**config.mk**
```make
export PLATFORM = sky130hd
export DESIGN_NAME = uart_rx_core_flat
export DESIGN_NICKNAME = d
export VERILOG_FILES = /design/src/rtl/uart_rx_core_if.sv /design/src/rtl/uart_rx_core.sv /design/src/flat_wrapper.sv
export SDC_FILE = /design/constraint.sdc
export NUM_CORES = 1
export LEC_CHECK = 0
export CORE_MARGIN = 5
export CORE_UTILIZATION = 40
export CTS_CLUSTER_SIZE = 12
export DETAILED_ROUTE_END_ITERATION = 12
export PLACE_DENSITY = 0.62
export SYNTH_ARGS = -nofsm -noshare
export SYNTH_HDL_FRONTEND = slang
export SYNTH_SLANG_ARGS = --single-unit
```
**constraint.sdc**
```tcl
create_clock -name clk -period 5.9 [get_ports clk]
set_clock_uncertainty 0.15 [all_clocks]
set_input_delay 0.885 -clock clk [delete_from_list [all_inputs] [get_ports clk]]
set_output_delay 0.885 -clock clk [all_outputs]
set_load 0.05 [all_outputs]
```
**src/rtl/uart_rx_core_if.sv**
```systemverilog
// Receive-side word handshake: the core presents a word plus status, the consumer acks it.
// The core drives data/valid/flags; the consumer drives data_ack.
interface uart_rx_core_if #(
  parameter int DATA_BITS = 8
);
  logic [DATA_BITS-1:0] data_out;
  logic                 data_valid;
  logic                 data_ack;
  logic                 parity_err;
  logic                 frame_err;
  logic                 overrun;

  modport master (
    output data_out, data_valid, parity_err, frame_err, overrun,
    input  data_ack
  );

  modport slave (
    input  data_out, data_valid, parity_err, frame_err, overrun,
    output data_ack
  );
endinterface

```
**src/rtl/uart_rx_core.sv**
```systemverilog
// UART receiver: oversampled start detection, mid-bit sampling; word valid 1 clk after last stop sample.
// No backpressure on the line: an unacked word is overwritten by the next frame and overrun is flagged.
module uart_rx_core #(
  parameter int DATA_BITS  = 8,
  parameter int OVERSAMPLE = 16,
  parameter int PARITY_EN  = 0,
  parameter int PARITY_ODD = 0,
  parameter int STOP_BITS  = 1
) (
  input  logic           clk,
  input  logic           rst,
  input  logic           tick,
  input  logic           rx_in,
  output logic           busy,
  uart_rx_core_if.master rx_if
);

  localparam int CW = $clog2(OVERSAMPLE);
  localparam int BW = $clog2(DATA_BITS);
  localparam logic [CW-1:0] CNT_LAST = CW'(OVERSAMPLE - 1);
  localparam logic [CW-1:0] CNT_MID  = CW'(OVERSAMPLE / 2 - 1);
  localparam logic [BW-1:0] BIT_LAST = BW'(DATA_BITS - 1);
  localparam logic HAS_PAR  = (PARITY_EN != 0);
  localparam logic PAR_ODD  = (PARITY_ODD != 0);
  localparam logic TWO_STOP = (STOP_BITS == 2);

  typedef enum logic [2:0] {S_IDLE, S_START, S_DATA, S_PARITY, S_STOP} state_t;

  state_t               state_q, state_d;
  logic [1:0]           sync_q, sync_d;
  logic [CW-1:0]        cnt_q, cnt_d;
  logic [BW-1:0]        bit_idx_q, bit_idx_d;
  logic                 stop_idx_q, stop_idx_d;
  logic [DATA_BITS-1:0] sr_q, sr_d;
  logic                 par_acc_q, par_acc_d;
  logic                 perr_q, perr_d;
  logic                 ferr_q, ferr_d;
  logic [DATA_BITS-1:0] data_q, data_d;
  logic                 valid_q, valid_d;
  logic                 perr_out_q, perr_out_d;
  logic                 ferr_out_q, ferr_out_d;
  logic                 overrun_q, overrun_d;

  logic rx_s, bit_end, mid_start, last_stop, commit;

  assign rx_s      = sync_q[1];
  assign bit_end   = tick && (cnt_q == CNT_LAST);
  assign mid_start = tick && (cnt_q == CNT_MID);
  assign last_stop = !TWO_STOP || stop_idx_q;
  assign commit    = (state_q == S_STOP) && bit_end && last_stop;

  always_ff @(posedge clk) begin
    if (rst) begin
      state_q    <= S_IDLE;
      sync_q     <= 2'b11;
      cnt_q      <= '0;
      bit_idx_q  <= '0;
      stop_idx_q <= 1'b0;
      sr_q       <= '0;
      par_acc_q  <= 1'b0;
      perr_q     <= 1'b0;
      ferr_q     <= 1'b0;
      data_q     <= '0;
      valid_q    <= 1'b0;
      perr_out_q <= 1'b0;
      ferr_out_q <= 1'b0;
      overrun_q  <= 1'b0;
    end else begin
      state_q    <= state_d;
      sync_q     <= sync_d;
      cnt_q      <= cnt_d;
      bit_idx_q  <= bit_idx_d;
      stop_idx_q <= stop_idx_d;
      sr_q       <= sr_d;
      par_acc_q  <= par_acc_d;
      perr_q     <= perr_d;
      ferr_q     <= ferr_d;
      data_q     <= data_d;
      valid_q    <= valid_d;
      perr_out_q <= perr_out_d;
      ferr_out_q <= ferr_out_d;
      overrun_q  <= overrun_d;
    end
  end

  always_comb begin
    state_d = state_q;
    case (state_q)
      S_IDLE:   if (tick && !rx_s) state_d = S_START;
      S_START:  if (mid_start) state_d = rx_s ? S_IDLE : S_DATA;
      S_DATA:   if (bit_end && (bit_idx_q == BIT_LAST)) state_d = HAS_PAR ? S_PARITY : S_STOP;
      S_PARITY: if (bit_end) state_d = S_STOP;
      S_STOP:   if (bit_end && last_stop) state_d = S_IDLE;
      default:  state_d = S_IDLE;
    endcase
  end

  always_comb begin
    sync_d     = {sync_q[0], rx_in};
    cnt_d      = cnt_q;
    bit_idx_d  = bit_idx_q;
    stop_idx_d = stop_idx_q;
    sr_d       = sr_q;
    par_acc_d  = par_acc_q;
    perr_d     = perr_q;
    ferr_d     = ferr_q;
    data_d     = data_q;
    valid_d    = valid_q;
    perr_out_d = perr_out_q;
    ferr_out_d = ferr_out_q;
    overrun_d  = overrun_q;

    // cnt wraps at CNT_LAST so consecutive bits of one state stay a bit period apart
    if (state_d != state_q || state_q == S_IDLE) begin
      cnt_d = '0;
    end else if (tick) begin
      cnt_d = (cnt_q == CNT_LAST) ? '0 : cnt_q + 1'b1;
    end

    case (state_q)
      S_START: begin
        if (mid_start && !rx_s) begin
          bit_idx_d  = '0;
          stop_idx_d = 1'b0;
          par_acc_d  = 1'b0;
          perr_d     = 1'b0;
          ferr_d     = 1'b0;
        end
      end
      S_DATA: begin
        if (bit_end) begin
          sr_d      = {rx_s, sr_q[DATA_BITS-1:1]};
          par_acc_d = par_acc_q ^ rx_s;
          bit_idx_d = bit_idx_q + 1'b1;
        end
      end
      S_PARITY: if (bit_end) perr_d = par_acc_q ^ rx_s ^ PAR_ODD;
      S_STOP: begin
        if (bit_end) begin
          ferr_d     = ferr_q | !rx_s;
          stop_idx_d = 1'b1;
        end
      end
      default: ;
    endcase

    // a commit beats a same-clk ack so the fresh word is never lost
    if (commit) begin
      data_d     = sr_q;
      valid_d    = 1'b1;
      perr_out_d = perr_q;
      ferr_out_d = ferr_q | !rx_s;
      overrun_d  = overrun_q | (valid_q & !rx_if.data_ack);
    end else if (rx_if.data_ack) begin
      valid_d = 1'b0;
    end
  end

  always_comb begin
    busy             = (state_q != S_IDLE);
    rx_if.data_out   = data_q;
    rx_if.data_valid = valid_q;
    rx_if.parity_err = perr_out_q;
    rx_if.frame_err  = ferr_out_q;
    rx_if.overrun    = overrun_q;
  end

endmodule

```
**src/flat_wrapper.sv**
```systemverilog
// flat-port wrapper written by rule: the top's interface ports become plain ports
module uart_rx_core_flat 
#(
  parameter int DATA_BITS  = 8,
  parameter int OVERSAMPLE = 16,
  parameter int PARITY_EN  = 0,
  parameter int PARITY_ODD = 0,
  parameter int STOP_BITS  = 1
)
  (clk, rst, tick, rx_in, busy, rx_if_data_out, rx_if_data_valid, rx_if_parity_err, rx_if_frame_err, rx_if_overrun, rx_if_data_ack);
  uart_rx_core_if #(.DATA_BITS(DATA_BITS)) rx_if_i ();
  input  logic clk;
  input  logic rst;
  input  logic tick;
  input  logic rx_in;
  output logic busy;
  output wire logic [$bits(rx_if_i.data_out)-1:0] rx_if_data_out;
  output wire logic [$bits(rx_if_i.data_valid)-1:0] rx_if_data_valid;
  output wire logic [$bits(rx_if_i.parity_err)-1:0] rx_if_parity_err;
  output wire logic [$bits(rx_if_i.frame_err)-1:0] rx_if_frame_err;
  output wire logic [$bits(rx_if_i.overrun)-1:0] rx_if_overrun;
  input wire logic [$bits(rx_if_i.data_ack)-1:0] rx_if_data_ack;
  assign rx_if_data_out = rx_if_i.data_out;
  assign rx_if_data_valid = rx_if_i.data_valid;
  assign rx_if_parity_err = rx_if_i.parity_err;
  assign rx_if_frame_err = rx_if_i.frame_err;
  assign rx_if_overrun = rx_if_i.overrun;
  assign rx_if_i.data_ack = rx_if_data_ack;
  uart_rx_core #(.DATA_BITS(DATA_BITS), .OVERSAMPLE(OVERSAMPLE), .PARITY_EN(PARITY_EN), .PARITY_ODD(PARITY_ODD), .STOP_BITS(STOP_BITS)) u_core (.clk(clk), .rst(rst), .tick(tick), .rx_in(rx_in), .busy(busy), .rx_if(rx_if_i));
endmodule
```
# ---- After elaboration in Yosys (flattened, before gate mapping)
# Cells that the tools add are included.
dict set report word_totals {
  regBits 35
  input_bits 5
  out_inout_bits 13
}
dict set report op_classes {
  addsub 2
  eq_ne 12
  mux 19
  bitwise_logic 4
  n_reduce_logical 20
}
# cell count
set op_table {}
lappend op_table {{2-to-1 mux 3 bit} 7}
lappend op_table {{one-hot mux 3 bit (5 select lines)} 1}
lappend op_table {{AND reduction 3 bit} 3}
lappend op_table {{!= test 2 x 1 -> 1 bit, second input constant} 4}
lappend op_table {{nonzero test 2 bit} 4}
lappend op_table {{equality test 3 x 2 -> 1 bit, second input constant} 2}
lappend op_table {{equality test 3 bit, second input constant} 2}
lappend op_table {{logical AND 1 bit} 6}
lappend op_table {{one-hot mux 1 bit (2 select lines)} 3}
lappend op_table {{one-hot mux 3 bit (2 select lines)} 1}
lappend op_table {{2-to-1 mux 1 bit} 5}
lappend op_table {{adder 4 x 1 -> 4 bit, second input constant} 1}
lappend op_table {{equality test 4 x 3 -> 1 bit, second input constant} 1}
lappend op_table {{equality test 4 bit, second input constant} 1}
lappend op_table {{2-to-1 mux 4 bit} 1}
lappend op_table {{adder 3 x 1 -> 3 bit, second input constant} 1}
lappend op_table {{equality test 3 x 1 -> 1 bit, second input constant} 1}
lappend op_table {{zero test 3 bit} 1}
lappend op_table {{!= test 3 bit} 1}
lappend op_table {{nonzero test 3 bit} 1}
lappend op_table {{zero test 1 bit} 2}
lappend op_table {{2-to-1 mux 2 bit} 1}
lappend op_table {{OR 1 bit} 2}
lappend op_table {{AND reduction 2 bit} 1}
lappend op_table {{other kinds (4)} 4}

# ---- Depth between registers and ports, before layout
dict set report logic_depth {
  ltp_word 8
  ltp_mapped 6
  mapped_depth_nobuf 6
}

# ---- Worst setup path after synthesis
# No wires, ideal clock.
dict set report synth_timing {
  path_kind {input-to-reg}
  start {input tick}
  end {register u_core.data_q[0] (netlist: u_core.rx_if.data_out[0])}
  setup_ns 0.132
  arrival_time_ns 2.121
  t_required_ns 5.618
  setup_slack_ns 3.497
  cell_stages 6
  path_buffers 2
  path_cell_list {buf_2 -> nand4_2 -> or4b_1 -> buf_2 -> nand2_1 -> a21oi_1}
}
dict set report synth_via {
  elab_chain_len 2
}
# item line_no
set synth_lines {}
lappend synth_lines {{start: declaration} flat_wrapper.sv:14} ;# input logic tick;
lappend synth_lines {{logical AND 1 bit} uart_rx_core.sv:47} ;# assign bit_end = tick && (cnt_q == CNT_LAST);
lappend synth_lines {{logical AND 1 bit} uart_rx_core.sv:50} ;# assign commit = (state_q == S_STOP) && bit_end && last_stop;
lappend synth_lines {{end signal: assignment} uart_rx_core.sv:78} ;# data_q <= data_d;
lappend synth_lines {{end: declaration} uart_rx_core.sv:38} ;# logic [DATA_BITS-1:0] data_q, data_d;
# Every way passes these cells.
# A chain may end at the register's enable or synchronous reset.

# ---- Worst setup path in the final report
dict set report layout_timing {
  start {input tick}
  end {register u_core.ferr_out_q (netlist: u_core.rx_if.frame_err)}
}
dict set report layout_via {
  elab_chain_len 2
}
# item line_no
set layout_lines {}
lappend layout_lines {{logical AND 1 bit} uart_rx_core.sv:47}
lappend layout_lines {{logical AND 1 bit} uart_rx_core.sv:50}
lappend layout_lines {{end signal: assignment} uart_rx_core.sv:81} ;# ferr_out_q <= ferr_out_d;
lappend layout_lines {{end: declaration} uart_rx_core.sv:41} ;# logic ferr_out_q, ferr_out_d;
# Every way passes these cells.

==> impl_metrics.toml <==
[cells_and_area]
synthToLayoutAreaGrowth_pct = 18.9
layout_common_cells = "dfxtp_1, nand2_1, nor2_1"
drive_gt1_share_pct = 10.2
final_common_cell = "dfxtp_1"
antenna_cells = 0
fin_nets = 193
fin_area_um2 = 1820
fin_util_pct = 49.3

[hold_path]
min-delay-start = "u_core.sync_q[0]"
holdCritPathClass = "flop to flop"

[sta]
post-route-period-util_pct = 49.2
maxSlewHeadroom_pct = 24.4
fin_setup_tns_ns = 0
period_needed_ns = 2.90
tightest_slew_ns = 1.13
setup_viol = 0
fmax_mhz = 344
maxSlewViolCount = 0
rsz0062_at_grt = "false"
hold_violations = 0
setup_ws_ns = 3.00

[grt]
grt_max_degree = 35
grt_pass1_vias = 1184
antenna_found_initial = 0
grt_pass1_wl_mm = 5.05
grt_util_all_layers_pct = 12.1
overflow = 0

[synth]
yosys.area_share.simple_pct = 27.8
ys_types = 41
synthAdderAreaFrac_pct = 2.45
synth_ff_type = "dfxtp_1"
yosysTopAreaCell = "dfxtp_1"
postSynthAreaPerCell_um2 = 8.90
ys_warn_count = 0
synth_compound_area_share_pct = 11.7
yosys_register_bits = 35
syn_area_um2 = 1530
synth-xor-area-share_pct = 1.14
synth-edff-count = 0
syn-instance-count = 172
synth_area_leaders = "dfxtp_1, nand2_1, mux2i_1"
synth_top_family_by_area = "simple AND/OR/NAND/NOR gates"
async_flop_share_pct = 0
synth.mux.area_fraction_pct = 7.36
synthesis.nets = 180
synth_top_area_share_pct = 45.8
ys_seq_area_share_pct = 45.8

[pwr]
p_sw_share_pct = 20.4
p_per_area_nw_per_um2 = 254
leakage_nw = 0.631
p_seq_share_pct = 51.6
combPwrFrac_pct = 2.7
switchingPower_w = 0.0000946
pwr-share-clk_pct = 45.7
p_int_w = 0.000368
vdd_ir_drop_max_mv = 0.142

[clocking]
h-tree-depth = 2
cts.clk_slew.worst_paths_ns = 0.07
numCtsBuffers = 5
clkLatencyLatePin_ns = 0.28
tritoncts = "yes"
cts_setup_buffers = 0
clk_root_buffer_cell = "clkbuf_8"
cts_num_sinks = 35
clockBufferDepth = 2
post_cts_resized = 0
cts_hold_repair.buffers = 0

[floorplan]
die-area_um2 = 5160
die_width_um = 71.9
fp.dieH_um = 71.9
initial_utilization_pct = 41.5
io_pins = 18
rows = 22
core_area_um2 = 3690

[route]
wirelength_mm = 2.94
avgViaCountPerCell = 5.26
firstDrtPassIters = 4
wl_per_cell_um = 12.6
route.detailed.drc = 0
drt_iter0_markers = 93
postRouteAntennaNets = 0
routed-via-count = 1231

[setup_path]
worstSetupEndpointType = "flop"
cp-startpoint = "tick"
reg2reg_from = "u_core.cnt_q[0]"
required_ns = 5.87
crit_fanout = 13
startpoint_type = "input pin"
worstSetupPathType = "input pin to flop"
critPathArrivalTime_ns = 2.88

[placement]
dp_hpwl_mm = 2.11
gp_congestion = 0.870
pre_cts_ws_ns = 2.71
place_area_um2 = 1710
portBuffers = 17

[run_status]
status = "finished clean"

[job]
cap_violations = 0
final cells by class:
| class | instances | area (um^2) |
|---|---|---|
| clock buffers | 5 | 68.8 |
| clock inverters | 3 | 43.8 |
| fillers | 360 | 1870 |
| inverters | 1 | 3.75 |
| multi-input cells | 125 | 772 |
| flip-flops and latches | 35 | 701 |
| well taps | 48 | 60.1 |
| repair buffers | 17 | 170 |
registers in the layout, summed over array words and instances (netlist names), 2 cells and up:
name and cells:
u_core.cnt_q 4, u_core.sync_q 2, u_core.sr_q 8, u_core.rx_if.data_out 8, u_core.state_q 3, u_core.bit_idx_q 3
logic make-up after synthesis:
kind of cell / after synthesis
AO/OA/AOI/OAI: 29
XOR/XNOR: 2
adder cells (fa/ha/maj): 3
buffers and inverters: 12
flip-flops: 35
multiplexers: 11
AND/OR/NAND/NOR: 80
worst max-delay path, stage by stage:
cell and delay (ns):
clkdlybuf4s50_1 0.63, nand4_2 0.25, or4b_1 0.79, nor3b_1 0.26, nor3_1 0.06
routing by layer:
layer  vias up  GRT usage (%)  share of wire [%]
met1       582           13.8                 44
li1        636              -                  -
met4         0           5.22                1.5
met5         -              0                  0
met3         5           2.95                2.6
met2         8           21.3                 52
cells in the mapped netlist (2+ instances only):
library cell and instances:
or4b_1 2, clkbuf_1 5, o21ai_0 5, or2_2 3, nor4_1 5, or3_1 2
a21oi_1 15, buf_2 4, nand3_1 6, ha_1 3, or4b_2 2, nor3b_1 3
nor3_1 2, dfxtp_1 35, nor2_1 20, mux2i_1 9, nand2_1 26, o31a_1 2
metrics by stage:
step,instances,power (W),hold slack [ns]
2_1_floorplan,172,0.000252,0.239
3_3_place_gp,226,0.000256,0.242
3_5_place_dp,226,0.000257,0.250
4_1_cts,234,0.000468,0.263
5_1_grt,234,0.000480,0.291
6_report,234,0.000463,0.260
final timing paths:
kind | end | slack, ns | depth (start not counted)
worst max-delay path | u_core.rx_if.frame_err | 3.00 | 5
worst min-delay path | u_core.sync_q[1] | 0.26 | 1
worst max register to register | u_core.rx_if.frame_err | 3.58 | 5
worst min register to register | u_core.sync_q[1] | 0.26 | 1
power by group through the flow:
stage | Clock (W) | Combinational, W | Sequential (W)
finish | 0.000212 | 0.0000125 | 0.000239
global route | 0.000228 | 0.0000138 | 0.000239
CTS | 0.000217 | 0.0000127 | 0.000239
detailed placement | 0 | 0.0000127 | 0.000244
global placement | 0 | 0.0000123 | 0.000244
floorplan | 0 | 0.00000934 | 0.000243
No activity file was read; power rests on OpenSTA's default activity.
